<file path="config.mk">
export PLATFORM = sky130hd
export DESIGN_NAME = rng_request_arbiter
export DESIGN_NICKNAME = d
export VERILOG_FILES = /design/src/rtl/rng_arb_pkg.sv /design/src/rtl/lfsr_core.sv /design/src/rtl/rng_request_arbiter.sv
export SDC_FILE = /design/constraint.sdc
export NUM_CORES = 1
export LEC_CHECK = 0
export CAP_MARGIN = 25
export CORE_MARGIN = 5
export CORE_UTILIZATION = 50
export DETAILED_ROUTE_END_ITERATION = 16
export HOLD_SLACK_MARGIN = 0.03
export MAX_ROUTING_LAYER = met4
export PLACE_DENSITY_LB_ADDON = 0.25
export SKIP_CTS_REPAIR_TIMING = 1
export SLEW_MARGIN = 20
export SYNTH_ARGS = -nofsm -noshare
export SYNTH_HDL_FRONTEND = slang
export SYNTH_HIERARCHICAL = 1
export SYNTH_SLANG_ARGS = --single-unit
</file>
<file path="constraint.sdc">
create_clock -name clock_i -period 5 [get_ports clock_i]
set_input_delay 0.75 -clock clock_i [delete_from_list [all_inputs] [get_ports clock_i]]
set_output_delay 0.75 -clock clock_i [all_outputs]
set_load 0.05 [all_outputs]
</file>
<file path="src/rtl/rng_arb_pkg.sv">
// rtl/rng_arb_pkg.sv - shared types, LFSR constants and range-mask helper for rng_request_arbiter
package rng_arb_pkg;

    typedef enum logic [1:0] {
        ST_IDLE,
        ST_DRAW,
        ST_DONE
    } arb_state_t;

    localparam int LFSR_W = 8;
    // x^8+x^6+x^5+x^4+1 as feedback taps on s[7], s[5], s[4], s[3]
    localparam logic [LFSR_W-1:0] LFSR_TAPS = 8'hB8;
    localparam logic [LFSR_W-1:0] LFSR_SEED = 8'h00;

    // Smallest 2^n-1 covering limit-1; a zero limit wraps to all-ones.
    function automatic logic [LFSR_W-1:0] mask_from_limit(input logic [LFSR_W-1:0] limit);
        logic [LFSR_W-1:0] m;
        m = limit - LFSR_W'(1);
        m = m | (m >> 1);
        m = m | (m >> 2);
        m = m | (m >> 4);
        return m;
    endfunction

endpackage

</file>
<file path="src/rtl/lfsr_core.sv">
// rtl/lfsr_core.sv - free-running XNOR-feedback Fibonacci LFSR
module lfsr_core
    import rng_arb_pkg::*;
#(
    parameter int WIDTH = LFSR_W
) (
    input  logic             clock_i,
    input  logic             reset_i,
    output logic [WIDTH-1:0] state
);

    // XNOR feedback keeps the all-zero seed legal; all-ones is the lockup state.
    always_ff @(posedge clock_i or negedge reset_i) begin
        if (!reset_i) begin
            state <= WIDTH'(LFSR_SEED);
        end else begin
            state <= {state[WIDTH-2:0], ~^(state & WIDTH'(LFSR_TAPS))};
        end
    end

endmodule

</file>
<file path="src/rtl/rng_request_arbiter.sv">
// rtl/rng_request_arbiter.sv - round-robin shared RNG with range reduction; RNG_ARB_REJECT_EN enables rejection sampling
module rng_request_arbiter
    import rng_arb_pkg::*;
#(
    parameter int NUM_REQ   = 4,
    parameter int WIDTH     = 8,
    parameter int MAX_TRIES = 15
) (
    input  logic                     clock_i,
    input  logic                     reset_i,
    input  logic [NUM_REQ-1:0]       req_i,
    input  logic [NUM_REQ*WIDTH-1:0] limit_i,
    output logic [NUM_REQ-1:0]       ack_o,
    output logic [WIDTH-1:0]         value_o,
    output logic                     busy_o
);

    localparam int PTR_W = $clog2(NUM_REQ);

    arb_state_t        state, state_next;
    logic [PTR_W-1:0]  rr_ptr;
    logic [PTR_W-1:0]  grant_idx;
    logic [WIDTH-1:0]  limit_q;
    logic [WIDTH-1:0]  lfsr_state;

    logic              req_found;
    logic [PTR_W-1:0]  req_idx;
    logic [WIDTH-1:0]  req_limit;
    logic [WIDTH-1:0]  mask;
    logic [WIDTH-1:0]  draw_m;
    logic              in_range;
    logic              accept;
    logic [WIDTH-1:0]  deliver;

`ifdef RNG_ARB_REJECT_EN
    logic [3:0]        tries;
`endif

    lfsr_core #(
        .WIDTH (WIDTH)
    ) u_lfsr (
        .clock_i (clock_i),
        .reset_i (reset_i),
        .state   (lfsr_state)
    );

    // Two passes: requesters at/after rr_ptr first, then the wrapped-around ones.
    always_comb begin
        req_found = 1'b0;
        req_idx   = '0;
        for (int k = 0; k < NUM_REQ; k++) begin
            if (!req_found && req_i[k] && (PTR_W'(k) >= rr_ptr)) begin
                req_found = 1'b1;
                req_idx   = PTR_W'(k);
            end
        end
        for (int k = 0; k < NUM_REQ; k++) begin
            if (!req_found && req_i[k]) begin
                req_found = 1'b1;
                req_idx   = PTR_W'(k);
            end
        end
    end

    always_comb begin
        req_limit = '0;
        for (int k = 0; k < NUM_REQ; k++) begin
            if (PTR_W'(k) == req_idx) begin
                req_limit = limit_i[k*WIDTH +: WIDTH];
            end
        end
    end

    assign mask     = WIDTH'(mask_from_limit(LFSR_W'(limit_q)));
    assign draw_m   = lfsr_state & mask;
    assign in_range = (limit_q == '0) || (draw_m < limit_q);
    // mask < 2L, so the folded value m-L always lands inside [0, L).
    assign deliver  = in_range ? draw_m : (draw_m - limit_q);

`ifdef RNG_ARB_REJECT_EN
    assign accept = in_range || (tries == 4'(MAX_TRIES));
`else
    assign accept = 1'b1;
`endif

    always_comb begin
        state_next = state;
        case (state)
            ST_IDLE: if (req_found) state_next = ST_DRAW;
            ST_DRAW: if (accept) state_next = ST_DONE;
            ST_DONE: state_next = ST_IDLE;
            default: state_next = ST_IDLE;
        endcase
    end

    always_ff @(posedge clock_i or negedge reset_i) begin
        if (!reset_i) begin
            state <= ST_IDLE;
        end else begin
            state <= state_next;
        end
    end

    always_ff @(posedge clock_i or negedge reset_i) begin
        if (!reset_i) begin
            rr_ptr    <= '0;
            grant_idx <= '0;
            limit_q   <= '0;
            ack_o     <= '0;
            value_o   <= '0;
`ifdef RNG_ARB_REJECT_EN
            tries     <= '0;
`endif
        end else begin
            ack_o <= '0;
            if (state == ST_IDLE && req_found) begin
                grant_idx <= req_idx;
                limit_q   <= req_limit;
`ifdef RNG_ARB_REJECT_EN
                tries     <= '0;
`endif
            end
            if (state == ST_DRAW) begin
                if (accept) begin
                    value_o <= deliver;
                    ack_o   <= NUM_REQ'(1) << grant_idx;
                    rr_ptr  <= (int'(grant_idx) == NUM_REQ - 1) ? '0 : grant_idx + 1'b1;
                end
`ifdef RNG_ARB_REJECT_EN
                else begin
                    tries <= tries + 4'd1;
                end
`endif
            end
        end
    end

    assign busy_o = (state != ST_IDLE);

endmodule

</file>
# Word-level counts from Yosys, hierarchy flattened
# Index checks and enable logic that the tools add are counted.
[totals]
regBits = 34
in_bits = 38
out_inout_bits = 13
elab_cells = 75
[classes]
addsub = 3
order_cmp = 5
n_eq_ne = 6
n_shift = 1
mux = 24
bitwise = 4
n_reduce_logical = 25
[ops]
columns = ["operator", "count"]
rows = [
  ["$mux 8", 5],
  ["$mux 2", 8],
  ["$logic_and 1x1->1", 12],
  ["$mux 1", 9],
  ["$and 8x8->8", 1],
  ["$logic_not 8->1", 1],
  ["$lt 8x8->1", 1],
  ["$or 8x4->8", 1],
  ["$or 8x6->8", 1],
  ["$or 8x7->8", 1],
  ["$reduce_xnor 8->1", 1],
  ["$sub 8x1->8 const B", 1],
  ["$sub 8x8->8", 1],
  ["$logic_not 1->1", 7],
  ["$eq 2x1->1 const B", 2],
  ["$eq 2x2->1 const A", 2],
  ["$ge 1x2->1 const A", 2],
  ["$ge 2x2->1 const A", 2],
  ["$logic_not 2->1", 2],
  ["$mux 4", 1],
  ["$pmux 2 s2", 1],
  ["$shl 1x2->4 const A", 1],
  ["$add 2x1->2 const B", 1],
  ["$eq 1x2->1 const A", 1],
  ["other kinds (3)", 3],
]

# Longest topological paths before layout
# Gate-level depths: netlist of run 1.
[logic_depth]
ltp_word = 32
depth_mapped = 14
ltp_nobuf = 14

# By module
# The synthesis of run 1 kept the hierarchy.
[by_module_without_submodules]
columns = ["mod", "n_inst", "cells_each", "area_per_inst_um2", "seq_area_each_um2"]
rows = [
  ["rng_request_arbiter", 1, 256, 2183.3, 650.6],
  ["lfsr_core", 1, 11, 226.5, 200.2],
]

# Worst setup path after synthesis of run 1
# OpenSTA, ideal clock, no wires.
[synth_path]
kind = "flip-flop to flip-flop"
start = "reg limit_q[1]"
end = "reg value_o[2]"
setup_ps = 130
t_arrival_ps = 3490
required_ps = 4870
path_slack_ps = 1380
path_stages_with_launch = 15
path_buffers = 0
period_less_slack_ps = 3620
cell_sequence = "dfrtp_1 > inv_1 > ha_1 > o21ba_2 > o21ai_1 > a31o_2 > o41ai_2 > ha_1 > inv_1 > fa_1 > a211oi_1 > o21ai_2 > a221o_2 > a32oi_1 > o31ai_1"
[synth_between]
elab_chain_len = 8
elab_cells_between_ends = 10
cone_classes = "add/sub: 2; order compare: 1; mux: 1; bitwise: 4; reduce/logical: 2"
[synth_lines]
columns = ["item", "line", "rtl"]
rows = [
  ["start, declared", "rng_request_arbiter.sv:23", "logic [WIDTH-1:0] limit_q;"],
  ["start signal, assigned", "rng_request_arbiter.sv:118", "limit_q <= req_limit;"],
  ["$sub 8x1->8", "rng_arb_pkg.sv:18", "m = limit - LFSR_W'(1);"],
  ["$or 8x7->8", "rng_arb_pkg.sv:19", "m = m | (m >> 1);"],
  ["$or 8x6->8", "rng_arb_pkg.sv:20", "m = m | (m >> 2);"],
  ["$or 8x4->8", "rng_arb_pkg.sv:21", "m = m | (m >> 4);"],
  ["$and 8x8->8", "rng_request_arbiter.sv:75", "assign draw_m = lfsr_state & mask;"],
  ["$lt 8x8->1", "rng_request_arbiter.sv:76", "assign in_range = (limit_q == '0) || (draw_m < limit_q);"],
  ["$logic_or 1x1->1", "rng_request_arbiter.sv:76", ""],
  ["$mux 8 *", "rng_request_arbiter.sv:78", "assign deliver = in_range ? draw_m : (draw_m - limit_q);"],
  ["end signal, assigned", "rng_request_arbiter.sv:125", "value_o <= deliver;"],
  ["end, declared", "rng_request_arbiter.sv:14", "output logic [WIDTH-1:0] value_o,"],
]
# Every way passes the cells marked *; elsewhere a longest branch is shown, timed or not.
# A chain may end at the register's enable or synchronous reset.

# Final worst setup path of run 1
# Same ends and word-level chain as after synthesis.

==> results.yml, run 1 <==
power_and_ir_drop:
  power.leakage_nw: 1.22
  p_int_mw: 0.978
  pwr-share-clk_pct: 11.6
  power_frac_comb_pct: 63.0
  power_density_mw_per_mm2: 646
  power_switching_mw: 0.968
  p_sw_share_pct: 49.7
  ir_drop_v: 0.000283
  seqPwrFrac_pct: 25.4
clock_tree:
  root_buffer: "clkbuf_8"
  tritoncts: "done"
  clk_path_buf_depth: 2
  numCtsBuffers: 5
  clk_pin_slew_ps: 80
  h-tree-depth: 2
  clkLatencyLatePin_ps: 300
  cts_num_sinks: 34
setup_path:
  crit_arrival_ps: 4280
  worstSetupPathType: "reg2reg"
  crit_path_end_kind: "flop"
  r2r_start: "limit_q[1]"
  worstPathCellList: "inv_1 -> ha_1 -> o21ba_2 -> o21ai_1 -> a31o_2 -> o41ai_2 -> ha_1 -> inv_1 -> fa_1 -> a211oi_1 -> o21ai_2 -> a221oi_2 -> o21ai_2 -> o31ai_1"
  path_buf_inv: 2
  startpoint_type: "flop"
  crit_slowest_cell: "dfrtp_1"
  reg2regPathDepth: 14
  crit_family: "compound AO/OA/AOI/OAI gates"
  crit-reg2reg-capture: "value_o[2]"
  max_stage_delay_ps: 470
  critPathRequiredTime_ps: 5200
  critPathMaxFanout: 8
  r2r_setup_slack_ps: 920
  crit_cells: 14
placed_design:
  io_buffers: 50
  dp_hpwl_um: 4420
  placed_cell_area_mm2: 0.00292
  place_congestion: 0.981
die:
  die_area_mm2: 0.00631
  start_util_pct: 51.4
  dieWidth_um: 79.4
  num_rows: 25
  ios: 51
  core_region_area_mm2: 0.00469
  die-height_um: 79.4
synthesis:
  yosys.cell_types.count: 53
  ys_ff_latch: 34
  synth_edf_count: 0
  syn_area_mm2: 0.00241
  synth_warnings: 6
  synthFlopType: "dfrtp_1"
  syn_nets: 320
  async_flop_share_pct: 100
  syn_avg_cell_area_um2: 9.03
  netlist_instances: 267
  yosysSeqAreaShare_pct: 35.3
sta:
  hold_viol: 0
  timing.slew.headroom_pct: 50.1
  skew_ps: 7.07
  finalCritPeriodShare_pct: 81.6
  rsz0062_at_grt: "no"
  layout_min_cycle_time_ps: 4080
  fin_tns_setup_ps: 0
  fmax_mhz: 245
  worstMarginPinSlew_ps: 743
  setup_viol: 0
  maxSlewViolCount: 0
finish:
  register_area_um2: 851
  antenna_cells: 0
  area_growth_syn_to_layout_pct: 25.0
  post-route-util_pct: 64.2
  nets: 369
  multiInputGateArea_mm2: 0.00140
  n_fill_cell: 408
  stdcell_area_mm2: 0.00301
  drive_above_1_share_pct: 9.46
status:
  status: "finished clean"
routing:
  wl_per_cell_um: 15.8
  vias: 2197
  drt_pass1_iterations: 4
  dr.first_iter.drc_count: 174
  drt-total-wl_um: 5850
  via_per_inst: 5.92
  drc: 0
  ant_nets: 0
min_path:
  hold_class: "reg2reg"
  hold_end: "u_lfsr/state[3]"
  hp-start: "u_lfsr/state[2]"
  holdPathStages: 0
global_routing:
  antenna_found_initial: 0
  grt_overflow_total: 0
  grt_max_degree: 35
  grt_pass1_vias: 2151
  grt_pass1_wl_um: 9990
  track_usage_pct: 20.5
flow_run:
  maxCapViolCount: 0
[worst max-delay path by stage]
stage	start	to	slack, ps
global route	limit_q[0]	value_o[2]	610
finish	limit_q[1]	value_o[2]	920
global placement	limit_q[1]	value_o[2]	1130
detailed placement	limit_q[1]	value_o[2]	950
CTS	limit_q[1]	value_o[2]	930
floorplan	limit_q[1]	value_o[2]	1380
[power by group through the flow]
stage	clock (mW)	sequential, mW	combinational (mW)
after floorplan	0	0.587	0.847
after global placement	0	0.493	1.20
after detailed placement	0	0.497	1.22
after CTS	0.228	0.493	1.22
after global routing	0.241	0.509	1.36
final	0.225	0.495	1.23
[placed cells by master (no fill, tap or decap), types with 2 or more instances in the layout]
| cell type | netlist | routed |
|---|---|---|
| a211oi_1 | 2 | 2 |
| a21o_1 | 9 | 9 |
| a21oi_1 | 9 | 9 |
| a31oi_1 | 11 | 11 |
| a32oi_1 | 9 | 9 |
| and2_1 | 8 | 8 |
| and3_1 | 2 | 2 |
| buf_4 | 0 | 2 |
| clkbuf_8 | 2 | 6 |
| clkdlybuf4s50_1 | 0 | 50 |
| dfrtp_1 | 34 | 34 |
| ha_1 | 14 | 14 |
| inv_1 | 22 | 22 |
| nand2_1 | 13 | 13 |
| nand3_1 | 13 | 13 |
| nand4_1 | 4 | 4 |
| nor2_1 | 22 | 22 |
| nor2b_1 | 5 | 5 |
| nor3_1 | 6 | 6 |
| nor4_1 | 2 | 2 |
| o2111ai_1 | 2 | 2 |
| o211ai_1 | 4 | 4 |
| o21a_1 | 3 | 3 |
| o21ai_0 | 18 | 18 |
| o21ai_1 | 2 | 2 |
| o21ai_2 | 2 | 2 |
| o221a_2 | 2 | 2 |
| o221ai_1 | 2 | 2 |
| o31ai_1 | 2 | 2 |
| o41ai_2 | 2 | 2 |
| or2_2 | 3 | 3 |
| or4_4 | 2 | 2 |
| xnor2_1 | 9 | 9 |
[cell type report]
class | instances | share of cell area [%]
repair buffers | 52 | 17.1
well taps | 54 | 2.24
inverters | 22 | 2.74
flip-flops and latches | 34 | 28.2
multi-input cells | 201 | 46.5
clock inverters | 2 | 0.415
clock buffers | 6 | 2.74
[cells in the mapped netlist (2+ instances only)]
library cell	count	area (um^2)
dfrtp_1	34	851
inv_1	22	82.6
nor2_1	22	82.6
o21ai_0	18	90.1
ha_1	14	175
nand2_1	13	48.8
nand3_1	13	65.1
a31oi_1	11	68.8
a21o_1	9	67.6
a21oi_1	9	45.0
a32oi_1	9	78.8
xnor2_1	9	78.8
and2_1	8	50.1
nor3_1	6	30.0
nor2b_1	5	31.3
clkbuf_1	4	15.0
nand4_1	4	25.0
o211ai_1	4	30.0
o21a_1	3	22.5
or2_2	3	18.8
a211oi_1	2	15.0
and3_1	2	12.5
buf_2	2	10.0
buf_6	2	22.5
clkbuf_8	2	27.5
nor4_1	2	12.5
o2111ai_1	2	17.5
o21ai_1	2	10.0
o21ai_2	2	17.5
o221a_2	2	22.5
o221ai_1	2	17.5
o31ai_1	2	15.0
o41ai_2	2	32.5
or4_4	2	22.5
[logic make-up after synthesis]
family	count (synthesis)	share of synthesized area, %
compound gates	89	27.1
simple gates	86	18.8
flops	34	35.3
buf+inv	32	6.54
fa+ha+maj	15	8.10
xor+xnor	9	3.27
mux	2	0.883
[flip-flops by register name, summed over array words and instances (netlist names)]
register	cells
state	2
u_lfsr/state	8
limit_q	8
ack_o	4
value_o	8
rr_ptr	2
grant_idx	2
[per-layer routing]
| metal | share of wire, % | routed length [um] | track usage [%] | up-vias |
|---|---|---|---|---|
| met5 | 0 | 0 | - | - |
| met4 | 1.7 | 99 | 7.90 | 0 |
| met3 | 5.4 | 314 | 4.06 | 10 |
| met2 | 47 | 2780 | 32.9 | 69 |
| met1 | 45 | 2660 | 25.7 | 1028 |
| li1 | - | - | - | 1090 |
[worst reg2reg max path: stages (launching register included)]
cell,delay (ps)
dfrtp_1,470
inv_1,170
ha_1,280
o21ba_2,280
o21ai_1,70
a31o_2,310
o41ai_2,410
ha_1,240
inv_1,60
fa_1,420
a211oi_1,340
o21ai_2,130
a221oi_2,360
o21ai_2,190
o31ai_1,250
[metrics by stage]
| stage | worst slack (ps) | total power [mW] | cells | hold slack (ps) |
|---|---|---|---|---|
| after floorplan | 1380 | 1.43 | 267 | 348 |
| after global placement | 1130 | 1.70 | 363 | 360 |
| after detailed placement | 950 | 1.71 | 363 | 370 |
| after CTS | 932 | 1.94 | 371 | 378 |
| after global routing | 610 | 2.11 | 371 | 388 |
| final | 920 | 1.95 | 371 | 376 |
Power figures use the tool's default switching activity.
==> inputs of run 2 (changes only) <==
- CORE_UTILIZATION: 50 -> 46
- clock period: 5 -> 3.7 ns (I/O delays scaled with it)
==> run 2 against run 1 <==
Against the previous run:
- clock power increased by 20%
- power increased by 42%
- largest cell class unchanged
- largest power group unchanged
- non-clock buffer count increased by 9
==> results.yml, run 2 (synthesis gave the netlist of run 1 again) <==
clock_tree:
  clk_path_buf_depth: 2
  numCtsBuffers: 5
  cts_num_sinks: 34
  root_buffer: "clkbuf_8"
  clkLatencyLatePin_ps: 290
  tritoncts: "done"
  h-tree-depth: 2
  clk_pin_slew_ps: 80
sta:
  maxSlewViolCount: 0
  layout_min_cycle_time_ps: 3610
  setup_viol: 0
  skew_ps: 9.75
  finalCritPeriodShare_pct: 97.4
  hold_viol: 0
  timing.slew.headroom_pct: 46.0
  fmax_mhz: 277
  worstMarginPinSlew_ps: 805
finish:
  drive_above_1_share_pct: 14.1
  n_fill_cell: 426
  reg_top3: "limit_q x8, u_lfsr/state x8, value_o x8"
  area_growth_syn_to_layout_pct: 31.0
  antenna_cells: 0
  nets: 378
  final_cell_mix: "clkdlybuf4s50_1, dfrtp_1, inv_1, nor2_1, o21ai_0"
  stdcell_area_mm2: 0.00316
  layout_commonest_cell: "clkdlybuf4s50_1"
  final_cells: 396
power_and_ir_drop:
  power_density_mw_per_mm2: 873
  power.leakage_nw: 1.27
  p_sw_share_pct: 49.6
  seqPwrFrac_pct: 22.9
  pwr-share-clk_pct: 9.8
  p_int_mw: 1.39
  power_frac_comb_pct: 67.3
  power_mw: 2.76
  power_switching_mw: 1.37
  ir_drop_v: 0.000441
global_routing:
  grt_pass1_wl_um: 9660
  track_usage_pct: 18.8
  grt_pass1_vias: 2108
  antenna_found_initial: 0
  grt_overflow_total: 0
  grt_max_degree: 35
routing:
  vias: 2295
  drt-total-wl_um: 6080
  dr.first_iter.drc_count: 139
  drc: 0
  wl_per_cell_um: 15.3
  drt_pass1_iterations: 4
  via_per_inst: 5.80
  ant_nets: 0
setup_path:
  crit_slowest_cell: "a221o_2"
  crit_family: "compound AO/OA/AOI/OAI gates"
  worstSetupPathType: "reg2reg"
  path_buf_inv: 2
  crit_arrival_ps: 3780
  max_stage_delay_ps: 470
  worstPathCellList: "inv_1 -> ha_2 -> o21ba_2 -> o21ai_1 -> a31o_2 -> o41ai_4 -> ha_2 -> inv_1 -> fa_2 -> a211oi_2 -> o21ai_2 -> a221o_2 -> a32oi_2 -> o31ai_2"
  critPathMaxFanout: 7
  critPathRequiredTime_ps: 3880
  startpoint_type: "flop"
  crit_path_end_kind: "flop"
die:
  die_area_mm2: 0.00679
  start_util_pct: 47.2
  num_rows: 26
  dieWidth_um: 82.4
  ios: 51
  die-height_um: 82.4
  core_region_area_mm2: 0.00511
placed_design:
  place_congestion: 0.978
  dp_hpwl_um: 4580
  io_buffers: 50
  dp_cells: 387
  placed_cell_area_mm2: 0.00300
status:
  status: "finished clean"
min_path:
  hold_class: "reg2reg"
flow_run:
  maxCapViolCount: 0
run 2: power by group through the flow:
stage               clock network (mW)  logic [mW]  registers, mW
floorplan                            0        1.14          0.793
CTS                              0.278        1.75          0.625
global route                     0.292        2.02          0.650
detailed placement                   0        1.74          0.631
global placement                     0        1.71          0.626
finish                           0.271        1.86          0.630
run 2: worst paths after layout:
kind                                  from               to  slack, ps  cells past startpoint
setup / recovery                limit_q[0]       value_o[2]         90                     14
hold / removal             u_lfsr/state[2]  u_lfsr/state[3]        370                      0
setup reg to reg                limit_q[0]       value_o[2]         90                     14
hold reg to reg            u_lfsr/state[2]  u_lfsr/state[3]        370                      0
max in group asynchronous          reset_i       limit_q[6]       2730                      2
min in group asynchronous          reset_i  u_lfsr/state[5]        660                      2
run 2: layer usage:
metal  wire [um]  GRT usage (%)  up-vias  share of wire [%]
met2        2940           30.4       91                 48
met5           0              -        -                  0
li1            -              -     1110                  -
met1        2630           23.8     1078                 43
met3         363           3.25       16                6.0
met4         137           6.48        0                2.3
run 2: area by class of cell:
| class | instances | area (um^2) | share of cell area [%] |
|---|---|---|---|
| clock inverters | 2 | 13.8 | 0.436 |
| well taps | 70 | 87.6 | 2.77 |
| flip-flops and latches | 34 | 851 | 26.9 |
| clock buffers | 6 | 72.6 | 2.30 |
| inverters | 22 | 82.6 | 2.61 |
| multi-input cells | 201 | 1470 | 46.5 |
| repair buffers | 61 | 583 | 18.5 |
run 2: through the flow:
step	setup WS, ps	util (%)	hold WS [ps]	TNS, ps
3_3_place_gp	182	58.7	363	0
3_5_place_dp	-20.3	58.7	366	-20.3
5_1_grt	-109	61.8	399	-494
2_1_floorplan	80.1	-	259	0
4_1_cts	-12.4	60.4	381	-19.4
6_report	94.6	61.8	373	0
run 2: worst reg2reg max path, delay by kind of cell, from the launching register on:
family          cells  cell delay, ps
fa+ha+maj           3             840
buf+inv             2             120
flops               1             360
compound gates      9            2180
